--- config.mk ---
export PLATFORM = sky130hd
export DESIGN_NAME = audio_frame_packer
export DESIGN_NICKNAME = d
export VERILOG_FILES = /design/src/rtl/audio_pkg.sv /design/src/rtl/axis_sync_fifo.sv /design/src/rtl/audio_frame_packer.sv
export SDC_FILE = /design/constraint.sdc
export NUM_CORES = 1
export LEC_CHECK = 0
export CELL_PAD_IN_SITES_DETAIL_PLACEMENT = 0
export CELL_PAD_IN_SITES_GLOBAL_PLACEMENT = 1
export CORE_MARGIN = 5
export CORE_UTILIZATION = 57
export CTS_BUF_LIST = sky130_fd_sc_hd__clkbuf_8
export CTS_CLUSTER_DIAMETER = 30
export DETAILED_ROUTE_END_ITERATION = 6
export PLACE_DENSITY = 0.84
export RECOVER_POWER = 100
export SLEW_MARGIN = 40
export SYNTH_ARGS = -nofsm -noshare
export SYNTH_HDL_FRONTEND = slang
export SYNTH_SLANG_ARGS = --single-unit
--- constraint.sdc ---
create_clock -name AXIS_ACLK -period 6.1 [get_ports AXIS_ACLK]
set_clock_uncertainty 0.2 [all_clocks]
set_input_delay 1.22 -clock AXIS_ACLK [delete_from_list [all_inputs] [get_ports AXIS_ACLK]]
set_output_delay 1.22 -clock AXIS_ACLK [all_outputs]
set_load 0.02 [all_outputs]
--- src/rtl/audio_pkg.sv ---
// -----------------------------------------------------------------------------
// audio_pkg
// Shared types and helpers for the audio frame packer.
//   pair_state_e    : left/right pairing state (WAIT_L, HAVE_L)
//   RESYNC_MAX      : saturation value of the pairing-error counter
//   chan_to_sample  : pulls the signed, left-justified sample out of a
//                     channel word and returns it sign-extended to 64 bits
// -----------------------------------------------------------------------------
package audio_pkg;

    typedef enum logic [0:0] {
        WAIT_L = 1'b0,
        HAVE_L = 1'b1
    } pair_state_e;

    localparam int unsigned RESYNC_MAX = 32'd255;

    // Widest channel word the helper can handle.
    localparam int unsigned WORD_MAX_W = 32'd64;

    // The sample occupies the top sample_w bits of a data_w-bit word. Shift it
    // up to bit 63 and then shift arithmetically back down so the caller gets
    // a sign-extended value it can slice to whatever width it needs.
    function automatic logic [63:0] chan_to_sample(
        input logic [63:0] word,
        input int unsigned data_w,
        input int unsigned sample_w
    );
        logic [63:0] aligned;
        aligned = word << (WORD_MAX_W - data_w);
        return 64'($signed(aligned) >>> (WORD_MAX_W - sample_w));
    endfunction

endpackage

--- src/rtl/axis_sync_fifo.sv ---
// -----------------------------------------------------------------------------
// axis_sync_fifo
// Single-clock show-ahead FIFO: the head entry is always visible on rd_data_o
// while empty_o is low. A write into a full FIFO is accepted only when a read
// happens in the same cycle.
//   clk_i      : clock
//   rst_i      : synchronous active-high reset (clears storage and pointers)
//   wr_en_i    : write request
//   wr_data_i  : write data
//   rd_en_i    : pop the head entry (ignored when empty)
//   rd_data_o  : head entry
//   full_o     : FIFO holds DEPTH entries
//   empty_o    : FIFO holds no entries
// DEPTH must be a power of two so the pointers wrap naturally.
// -----------------------------------------------------------------------------
module axis_sync_fifo #(
    parameter int unsigned WIDTH = 33,
    parameter int unsigned DEPTH = 16
) (
    input  logic             clk_i,
    input  logic             rst_i,
    input  logic             wr_en_i,
    input  logic [WIDTH-1:0] wr_data_i,
    input  logic             rd_en_i,
    output logic [WIDTH-1:0] rd_data_o,
    output logic             full_o,
    output logic             empty_o
);

    localparam int unsigned AW = (DEPTH > 32'd1) ? $clog2(DEPTH) : 32'd1;

    logic [WIDTH-1:0] mem_q [DEPTH];
    logic [AW-1:0]    wr_ptr_q;
    logic [AW-1:0]    wr_ptr_d;
    logic [AW-1:0]    rd_ptr_q;
    logic [AW-1:0]    rd_ptr_d;
    logic [AW:0]      count_q;
    logic [AW:0]      count_d;
    logic             wr_fire_s;
    logic             rd_fire_s;

    assign empty_o   = (count_q == '0);
    assign full_o    = (count_q == (AW+1)'(DEPTH));
    assign rd_fire_s = rd_en_i & ~empty_o;
    assign wr_fire_s = wr_en_i & (~full_o | rd_fire_s);
    assign rd_data_o = mem_q[rd_ptr_q];

    // Pointer and occupancy next-state.
    always_comb begin
        wr_ptr_d = wr_ptr_q;
        rd_ptr_d = rd_ptr_q;
        count_d  = count_q;
        if (wr_fire_s) begin
            wr_ptr_d = wr_ptr_q + AW'(1);
        end else begin
            wr_ptr_d = wr_ptr_q;
        end
        if (rd_fire_s) begin
            rd_ptr_d = rd_ptr_q + AW'(1);
        end else begin
            rd_ptr_d = rd_ptr_q;
        end
        case ({wr_fire_s, rd_fire_s})
            2'b10:   count_d = count_q + (AW+1)'(1);
            2'b01:   count_d = count_q - (AW+1)'(1);
            default: count_d = count_q;
        endcase
    end

    // Pointer, occupancy and storage registers.
    always_ff @(posedge clk_i) begin
        if (rst_i) begin
            wr_ptr_q <= '0;
            rd_ptr_q <= '0;
            count_q  <= '0;
            for (int unsigned i = 0; i < DEPTH; i++) begin
                mem_q[i] <= '0;
            end
        end else begin
            wr_ptr_q <= wr_ptr_d;
            rd_ptr_q <= rd_ptr_d;
            count_q  <= count_d;
            if (wr_fire_s) begin
                mem_q[wr_ptr_q] <= wr_data_i;
            end
        end
    end

endmodule

--- src/rtl/audio_frame_packer.sv ---
// -----------------------------------------------------------------------------
// audio_frame_packer
// Pairs left/right channel words from the I2S receiver stream, mixes each pair
// to a signed mono sample, buffers the samples and emits fixed-length frames.
//   AXIS_ACLK / AXIS_ARESET : clock, synchronous active-high reset
//   S_AXIS_*                : channel words in (TLAST=1 marks the right word)
//   M_AXIS_*                : mono samples out, TLAST on the last of a frame
//   overflow                : sticky, a mono sample was dropped (FIFO full)
//   resync_count            : saturating count of pairing errors
// Optional (macro PEAK_DETECT_EN):
//   frame_peak / frame_peak_valid : max |mono| of the frame just completed
// -----------------------------------------------------------------------------
module audio_frame_packer
    import audio_pkg::*;
#(
    parameter int unsigned DATA_WIDTH   = 32,
    parameter int unsigned SAMPLE_WIDTH = 24,
    parameter int unsigned FRAME_LEN    = 256,
    parameter int unsigned FIFO_DEPTH   = 16
) (
    input  logic                    AXIS_ACLK,
    input  logic                    AXIS_ARESET,
    input  logic                    S_AXIS_TVALID,
    output logic                    S_AXIS_TREADY,
    input  logic [DATA_WIDTH-1:0]   S_AXIS_TDATA,
    input  logic                    S_AXIS_TLAST,
    output logic                    M_AXIS_TVALID,
    input  logic                    M_AXIS_TREADY,
    output logic [DATA_WIDTH-1:0]   M_AXIS_TDATA,
    output logic                    M_AXIS_TLAST,
    output logic                    overflow,
    output logic [7:0]              resync_count
`ifdef PEAK_DETECT_EN
    ,
    output logic [SAMPLE_WIDTH-1:0] frame_peak,
    output logic                    frame_peak_valid
`endif
);

    localparam int unsigned SW       = SAMPLE_WIDTH;
    localparam int unsigned EXT_W    = DATA_WIDTH - SAMPLE_WIDTH;
    localparam int unsigned FCNT_W   = $clog2(FRAME_LEN);
    localparam logic [FCNT_W-1:0] LAST_CNT = FCNT_W'(FRAME_LEN - 32'd1);

    // ---------------- pairing ----------------
    pair_state_e   state_q;
    pair_state_e   state_d;
    logic [SW-1:0] left_q;
    logic [SW-1:0] left_d;
    logic [SW-1:0] right_q;
    logic [SW-1:0] right_d;
    logic          pair_valid_q;
    logic          pair_valid_d;
    logic [7:0]    resync_q;
    logic [7:0]    resync_d;
    logic [7:0]    resync_inc_s;
    logic          in_fire_s;
    logic [63:0]   sample_full_s;
    logic [SW-1:0] in_sample_s;
    logic          unused_sample_bits_s;

    // The input is never back-pressured; ready simply follows reset.
    assign S_AXIS_TREADY = ~AXIS_ARESET;
    assign in_fire_s     = S_AXIS_TVALID & S_AXIS_TREADY;

    assign sample_full_s        = chan_to_sample(64'(S_AXIS_TDATA), DATA_WIDTH, SAMPLE_WIDTH);
    assign in_sample_s          = sample_full_s[SW-1:0];
    assign unused_sample_bits_s = ^sample_full_s[63:SW];
    assign resync_inc_s         = (resync_q == 8'(RESYNC_MAX)) ? resync_q : resync_q + 8'd1;

    // Pairing FSM next-state: store lefts, launch a mix on a right that
    // follows a left, count orphan rights and duplicate lefts.
    always_comb begin
        state_d      = state_q;
        left_d       = left_q;
        right_d      = right_q;
        pair_valid_d = 1'b0;
        resync_d     = resync_q;
        if (in_fire_s) begin
            case (state_q)
                WAIT_L: begin
                    if (!S_AXIS_TLAST) begin
                        left_d  = in_sample_s;
                        state_d = HAVE_L;
                    end else begin
                        resync_d = resync_inc_s;
                        state_d  = WAIT_L;
                    end
                end
                HAVE_L: begin
                    if (!S_AXIS_TLAST) begin
                        left_d   = in_sample_s;
                        resync_d = resync_inc_s;
                        state_d  = HAVE_L;
                    end else begin
                        right_d      = in_sample_s;
                        pair_valid_d = 1'b1;
                        state_d      = WAIT_L;
                    end
                end
                default: begin
                    state_d = WAIT_L;
                end
            endcase
        end else begin
            state_d = state_q;
        end
    end

    // Pairing state registers.
    always_ff @(posedge AXIS_ACLK) begin
        if (AXIS_ARESET) begin
            state_q      <= WAIT_L;
            left_q       <= '0;
            right_q      <= '0;
            pair_valid_q <= 1'b0;
            resync_q     <= 8'd0;
        end else begin
            state_q      <= state_d;
            left_q       <= left_d;
            right_q      <= right_d;
            pair_valid_q <= pair_valid_d;
            resync_q     <= resync_d;
        end
    end

    assign resync_count = resync_q;

    // ---------------- mix ----------------
    // One extra bit holds the full sum; dropping bit 0 is the arithmetic
    // shift right by one, and the result always fits back in SW bits.
    logic [SW:0]   sum_s;
    logic [SW-1:0] mono_q;
    logic          mono_valid_q;

    assign sum_s = {left_q[SW-1], left_q} + {right_q[SW-1], right_q};

    // Mix register stage.
    always_ff @(posedge AXIS_ACLK) begin
        if (AXIS_ARESET) begin
            mono_q       <= '0;
            mono_valid_q <= 1'b0;
        end else begin
            mono_q       <= sum_s[SW:1];
            mono_valid_q <= pair_valid_q;
        end
    end

    // ---------------- framing + FIFO ----------------
    logic [FCNT_W-1:0]   frame_cnt_q;
    logic [FCNT_W-1:0]   frame_cnt_d;
    logic                overflow_q;
    logic                overflow_d;
    logic                fifo_full_s;
    logic                fifo_empty_s;
    logic                fifo_rd_s;
    logic                fifo_wr_s;
    logic                drop_s;
    logic                frame_last_s;
    logic [DATA_WIDTH:0] fifo_wdata_s;
    logic [DATA_WIDTH:0] fifo_rdata_s;

    assign fifo_rd_s    = M_AXIS_TREADY & ~fifo_empty_s;
    // A full FIFO still takes the write when the head leaves in the same cycle.
    assign fifo_wr_s    = mono_valid_q & (~fifo_full_s | fifo_rd_s);
    assign drop_s       = mono_valid_q & fifo_full_s & ~fifo_rd_s;
    assign frame_last_s = (frame_cnt_q == LAST_CNT);
    assign fifo_wdata_s = {frame_last_s, {EXT_W{mono_q[SW-1]}}, mono_q};

    // Frame position and overflow next-state; dropped samples leave the
    // frame position untouched so frames stay exactly FRAME_LEN long.
    always_comb begin
        frame_cnt_d = frame_cnt_q;
        overflow_d  = overflow_q | drop_s;
        if (fifo_wr_s) begin
            if (frame_last_s) begin
                frame_cnt_d = '0;
            end else begin
                frame_cnt_d = frame_cnt_q + FCNT_W'(1);
            end
        end else begin
            frame_cnt_d = frame_cnt_q;
        end
    end

    // Frame position and overflow registers.
    always_ff @(posedge AXIS_ACLK) begin
        if (AXIS_ARESET) begin
            frame_cnt_q <= '0;
            overflow_q  <= 1'b0;
        end else begin
            frame_cnt_q <= frame_cnt_d;
            overflow_q  <= overflow_d;
        end
    end

    axis_sync_fifo #(
        .WIDTH (DATA_WIDTH + 32'd1),
        .DEPTH (FIFO_DEPTH)
    ) u_fifo (
        .clk_i     (AXIS_ACLK),
        .rst_i     (AXIS_ARESET),
        .wr_en_i   (fifo_wr_s),
        .wr_data_i (fifo_wdata_s),
        .rd_en_i   (fifo_rd_s),
        .rd_data_o (fifo_rdata_s),
        .full_o    (fifo_full_s),
        .empty_o   (fifo_empty_s)
    );

    assign M_AXIS_TVALID = ~fifo_empty_s;
    assign M_AXIS_TDATA  = fifo_rdata_s[DATA_WIDTH-1:0];
    assign M_AXIS_TLAST  = fifo_rdata_s[DATA_WIDTH];
    assign overflow      = overflow_q;

`ifdef PEAK_DETECT_EN
    // ---------------- peak detect ----------------
    localparam logic [SW-1:0] SMIN = {1'b1, {(SW-1){1'b0}}};
    localparam logic [SW-1:0] SMAX = {1'b0, {(SW-1){1'b1}}};

    logic [SW-1:0] abs_s;
    logic [SW-1:0] peak_max_s;
    logic [SW-1:0] peak_acc_q;
    logic [SW-1:0] peak_acc_d;
    logic [SW-1:0] frame_peak_q;
    logic [SW-1:0] frame_peak_d;
    logic          frame_peak_valid_q;
    logic          frame_peak_valid_d;

    // |mono| with the most negative value saturated to the positive maximum.
    always_comb begin
        abs_s = mono_q;
        if (mono_q == SMIN) begin
            abs_s = SMAX;
        end else if (mono_q[SW-1]) begin
            abs_s = (~mono_q) + SW'(1);
        end else begin
            abs_s = mono_q;
        end
        peak_max_s = (abs_s > peak_acc_q) ? abs_s : peak_acc_q;
    end

    // Peak accumulate/publish next-state, driven by accepted FIFO writes.
    always_comb begin
        peak_acc_d         = peak_acc_q;
        frame_peak_d       = frame_peak_q;
        frame_peak_valid_d = 1'b0;
        if (fifo_wr_s) begin
            if (frame_last_s) begin
                frame_peak_d       = peak_max_s;
                frame_peak_valid_d = 1'b1;
                peak_acc_d         = '0;
            end else begin
                peak_acc_d = peak_max_s;
            end
        end else begin
            peak_acc_d = peak_acc_q;
        end
    end

    // Peak registers.
    always_ff @(posedge AXIS_ACLK) begin
        if (AXIS_ARESET) begin
            peak_acc_q         <= '0;
            frame_peak_q       <= '0;
            frame_peak_valid_q <= 1'b0;
        end else begin
            peak_acc_q         <= peak_acc_d;
            frame_peak_q       <= frame_peak_d;
            frame_peak_valid_q <= frame_peak_valid_d;
        end
    end

    assign frame_peak       = frame_peak_q;
    assign frame_peak_valid = frame_peak_valid_q;
`endif

endmodule

Word level (Yosys, flattened, before mapping)
Memory sizes are Yosys's and may differ from the RTL's. A register that Yosys moved wholly into a read port is not among the register bits.
Cells that the tools add are included.
W data, S select, Z words.
Word-level totals
  flip-flop bits (word level): 105
  bits in writable memories: 528
  output and inout bits: 44
  logic and storage cells: 70
  memories kept: 1
Memory list
  u_fifo.mem_q: depth 16, width 33, rd ports 1, clocked after memory_dff 1, wr ports 16, line axis_sync_fifo.sv:32  | logic [WIDTH-1:0] mem_q [DEPTH];
Operators by class
  add/subtract/negate cells: 7
  equality and inequality tests: 7
  mux-type cells: 19
  bitwise gates (word level): 17
  reductions and logical operators: 7
Operators with widths (number)
  $mux W33: 1
  $reduce_or A33 Y1: 1
  $mux W8: 4
  $add A24 B24 Y25: 1
  $mux W24: 1
  $add A8 B1 Y8 const B: 2
  $eq A8 B8 Y1 const B: 2
  $pmux W8 S2: 1
  $mux W4: 3
  $pmux W5 S2: 1
  $add A4 B1 Y4 const B: 2
  $mux W1: 8
  $and A1 B1 Y1: 7
  $not A1 Y1: 7
  $reduce_and A3 Y1: 2
  $add A5 B1 Y5 const B: 1
  $eq A5 B5 Y1 const B: 1
  $logic_not A5 Y1: 1
  $sub A5 B1 Y5 const B: 1
  $ne A2 B2 Y1 const B: 2
  $or A1 B1 Y1: 3
  $reduce_or A3 Y1: 1
  $eq A2 B1 Y1 const B: 1
  $eq A2 B2 Y1 const B: 1
  other kinds (2): 2

Logic depth before layout (Yosys ltp)
  depth in word-level cells: 11
  mapped depth: 14

Modules after synthesis
From an unflattened synthesis, not the netlist that was laid out.
Second synthesis, totals
  cell total of the unflattened synthesis: 2254
  area total of the unflattened synthesis: 28257.1 µm²
By module, submodules not included
  axis_sync_fifo: instances 1, cells an instance 1717, area an instance 23919.2 µm²
  audio_frame_packer: instances 1, cells an instance 537, area an instance 4337.9 µm²

Least setup slack after synthesis
Ideal clock, no wire load.
  path type: in2reg
  start point: input M_AXIS_TREADY
  end point: memory u_fifo.mem_q[0][0], enable pin
  arrival time: 3.955 ns
  required time: 5.458 ns
  setup slack: 1.503 ns
  stages: 8
  path through: nand2b_1 nor2_2 nor2b_2 buf_6 inv_8 or3_4 buf_6 o21ai_0
RTL lines
  from (decl): line audio_frame_packer.sv:28  | input logic M_AXIS_TREADY,
  to (decl): line axis_sync_fifo.sv:32

==> impl_metrics.yaml <==
grt:
  grt_max_degree: 58
  grt_usage: 0.249
  grt_first_pass_wirelength_um: 84100
  grt_pass1_vias: 14500
  antenna_found_initial: 0
  overflow: 0
drt:
  wirelength_met1_um: 22200
  met3_length_um: 4510
  wl_met2_um: 27100
  drt-vias-per-instance: 5.86
  routed.top_layer: "met4"
  via_count: 14000
  drt_iter0_drc: 1349
  ant_nets: 0
  drc: 0
  wl_um: 54900
  wl_per_cell_um: 23.0
  drt_pass1_iterations: 5
hold_path:
  worstHoldStart: "pair_valid_q"
  min_path_type: "flip-flop to flip-flop"
  hold_depth: 1
  whs_endpoint: "mono_valid_q"
layout:
  multi_input_area_um2: 8270
  synthToLayoutAreaGrowth_pct: 14.3
  seq_area_um2: 14200
  n_fill_cell: 2879
  fin_area_um2: 26400
  final_cell_mix: "edfxtp_1 (400), and2_1 (163), and2_0 (156)"
  drive_gt1_frac: 0.174
  final_common_cell: "edfxtp_1"
  fin_nets: 1850
cts:
  clk_pin_slew_ps: 60
  max-clock-path-buffers: 3
  clk_latency_ps: 640
  cts_post_setup_buffers_inserted: 0
  hold_buffers: 0
  cts_buffers: 100
  cts_max_level: 3
  cts.repair.resized: 0
  cts_root_buffer: "clkbuf_8"
  cts.sinks: 509
  cts_tree: "done"
pwr:
  ir_drop_mv: 0.161
  pwr-share-seq: 0.489
  combPwrFrac: 0.041
  netSwitchingPower_mw: 1.78
  power.total_mw: 8.04
  cellLeakagePower_nw: 9.47
  internal_power_mw: 6.26
  power_density_nw_per_um2: 304
  clock_power_share: 0.469
  sw_frac_of_total: 0.222
floorplanning:
  ios: 81
  initial_utilization: 0.580
  die-height_um: 211
  fp.coreArea_um2: 39900
  rows: 73
  die_area_um2: 44700
  fp.dieW_um: 211
synth:
  syn_inst: 1695
  yosysTopAreaCellShare: 0.519
  yosysTopAreaCell: "edfxtp_1"
  synth_edf_count: 400
  synth_nets: 1768
  syn_avg_cell_area_um2: 13.7
  yosys_register_bits: 509
  ys_seq_area_frac: 0.613
  ys_warn_count: 0
  synthFlopType: "edfxtp_1"
  ys_async_sr_fraction: 0
  synth.area.top_cells: "edfxtp_1 (52%), mux4_2 (12%), dfxtp_1 (9.4%)"
  synthDistinctLibCells: 60
  synth_area_um2: 23100
setup_path:
  worstPathRequired_ps: 6390
  r2r_start: "u_fifo.count_q[1]"
  reg2reg_depth: 8
  endpoint_kind: "flip-flop"
  arrival_ps: 5770
  reg2reg_to: "u_fifo.mem_q[2][1]"
  critPathKind: "input pin to flip-flop"
  worst-path-max-fanout: 24
  r2r_slack_ps: 1300
  critPathLaunchType: "input pin"
place:
  dp.final_hpwl_um: 33500
  gp_congestion: 0.823
  place_area_um2: 24400
  port_buffers: 72
  dp_slack_ps: 1440
sta:
  whs_ps: 255
  max_slew.worst_pin.slew_ps: 2600
  post-route-period-util: 0.899
  hold_violations: 0
  finalSetupTns_ps: 0
  drv_slew: 412
  relSlewSlack: -0.732
  grt_setup_unrepaired: "no"
  setup_ws_ps: 618
  period_needed_ps: 5480
  finalSetupViolCount: 0
  fmax_ghz: 0.182
status:
  outcome: "complete, but fails checks"
  violations: "max-capacitance violations, max-slew violations"
job:
  cap_violations: 19
-- layer usage --
metal,global-route usage,up-vias
met5,0,-
met4,0.0700,0
met3,0.0499,81
li1,-,6361
met1,0.339,6965
met2,0.414,598
-- worst max-delay path by stage --
stage / cells after the start / from / slack (ps) / to
floorplan: 8 / M_AXIS_TREADY / 1500 / u_fifo.mem_q[0][0]
global placement: 11 / M_AXIS_TREADY / 1510 / u_fifo.mem_q[11][8]
detailed placement: 11 / M_AXIS_TREADY / 1440 / u_fifo.mem_q[11][4]
CTS: 4 / flip-flop / 940 / M_AXIS_TDATA[27]
global route: 8 / M_AXIS_TREADY / 450 / u_fifo.mem_q[6][7]
finish: 9 / M_AXIS_TREADY / 620 / u_fifo.mem_q[2][1]
-- Yosys cell counts, drive strengths merged, types with 3 or more instances --
library cell	number
o21ai	78
o21bai	4
nor2	81
and3	76
clkbuf	104
buf	35
nand4	19
nor4	4
dfxtp	109
a21boi	3
inv	13
xnor2	14
mux4	125
edfxtp	400
ha	34
a21o	4
nand2	135
mux2	4
nand3	5
a211oi	7
xor2	22
and2	319
nor3	22
a21oi	36
nor2b	13
-- cell type report --
type	count	area share
sequential	509	0.537
multi-input combinational	1034	0.313
clock buffer	111	0.0578
timing repair buffer	119	0.0371
clock inverter	79	0.0283
tap	525	0.0248
inverter	13	0.00189
antenna	1	0.0000946
-- worst max-delay path: stages --
cell	delay, ps
dlygate4sd3_1	530
nand2b_1	100
nor2_1	60
nor2b_2	100
clkbuf_1	400
clkinvlp_2	520
or3_1	710
nor2_1	1830
and2_0	280
-- state kept, by name, indices dropped and copies added, names as in the netlist, named ones only --
name,flops
u_fifo.wr_ptr_q,4
u_fifo.mem_q,400
frame_cnt_q,8
pair_valid_q,1
overflow,1
right_q,24
mono_valid_q,1
mono_q,24
resync_count,8
u_fifo.count_q,5
state_q,1
left_q,24
u_fifo.rd_ptr_q,4
-- power groups by stage --
stage / Combinational, mW / Clock (mW) / Sequential [mW]
final: 0.332 / 3.77 / 3.93
after global routing: 0.355 / 4.01 / 3.95
after detailed placement: 0.346 / 0 / 4.00
after global placement: 0.341 / 0 / 3.99
after floorplan: 0.219 / 0 / 3.97
after CTS: 0.347 / 3.82 / 3.93
-- cell families (layout without fill, tap and decap cells) --
family,after synthesis,in the layout,synth area share
buffers and inverters,152,322,0.0294
multiplexers,131,131,0.124
adder cells (fa/ha/maj),36,36,0.0201
XOR/XNOR,36,36,0.0136
other,0,1,0
AND/OR/NAND/NOR,685,685,0.163
flip-flops,509,509,0.613
AO/OA/AOI/OAI,146,146,0.0361
-- metrics by stage --
step / util / std cells
after floorplan: - / 1695
after global placement: 0.612 / 2197
after detailed placement: 0.612 / 2198
after CTS: 0.669 / 2388
after global routing: 0.662 / 2390
final: 0.662 / 2391
Note: power is estimated with default switching activity, not from simulation.
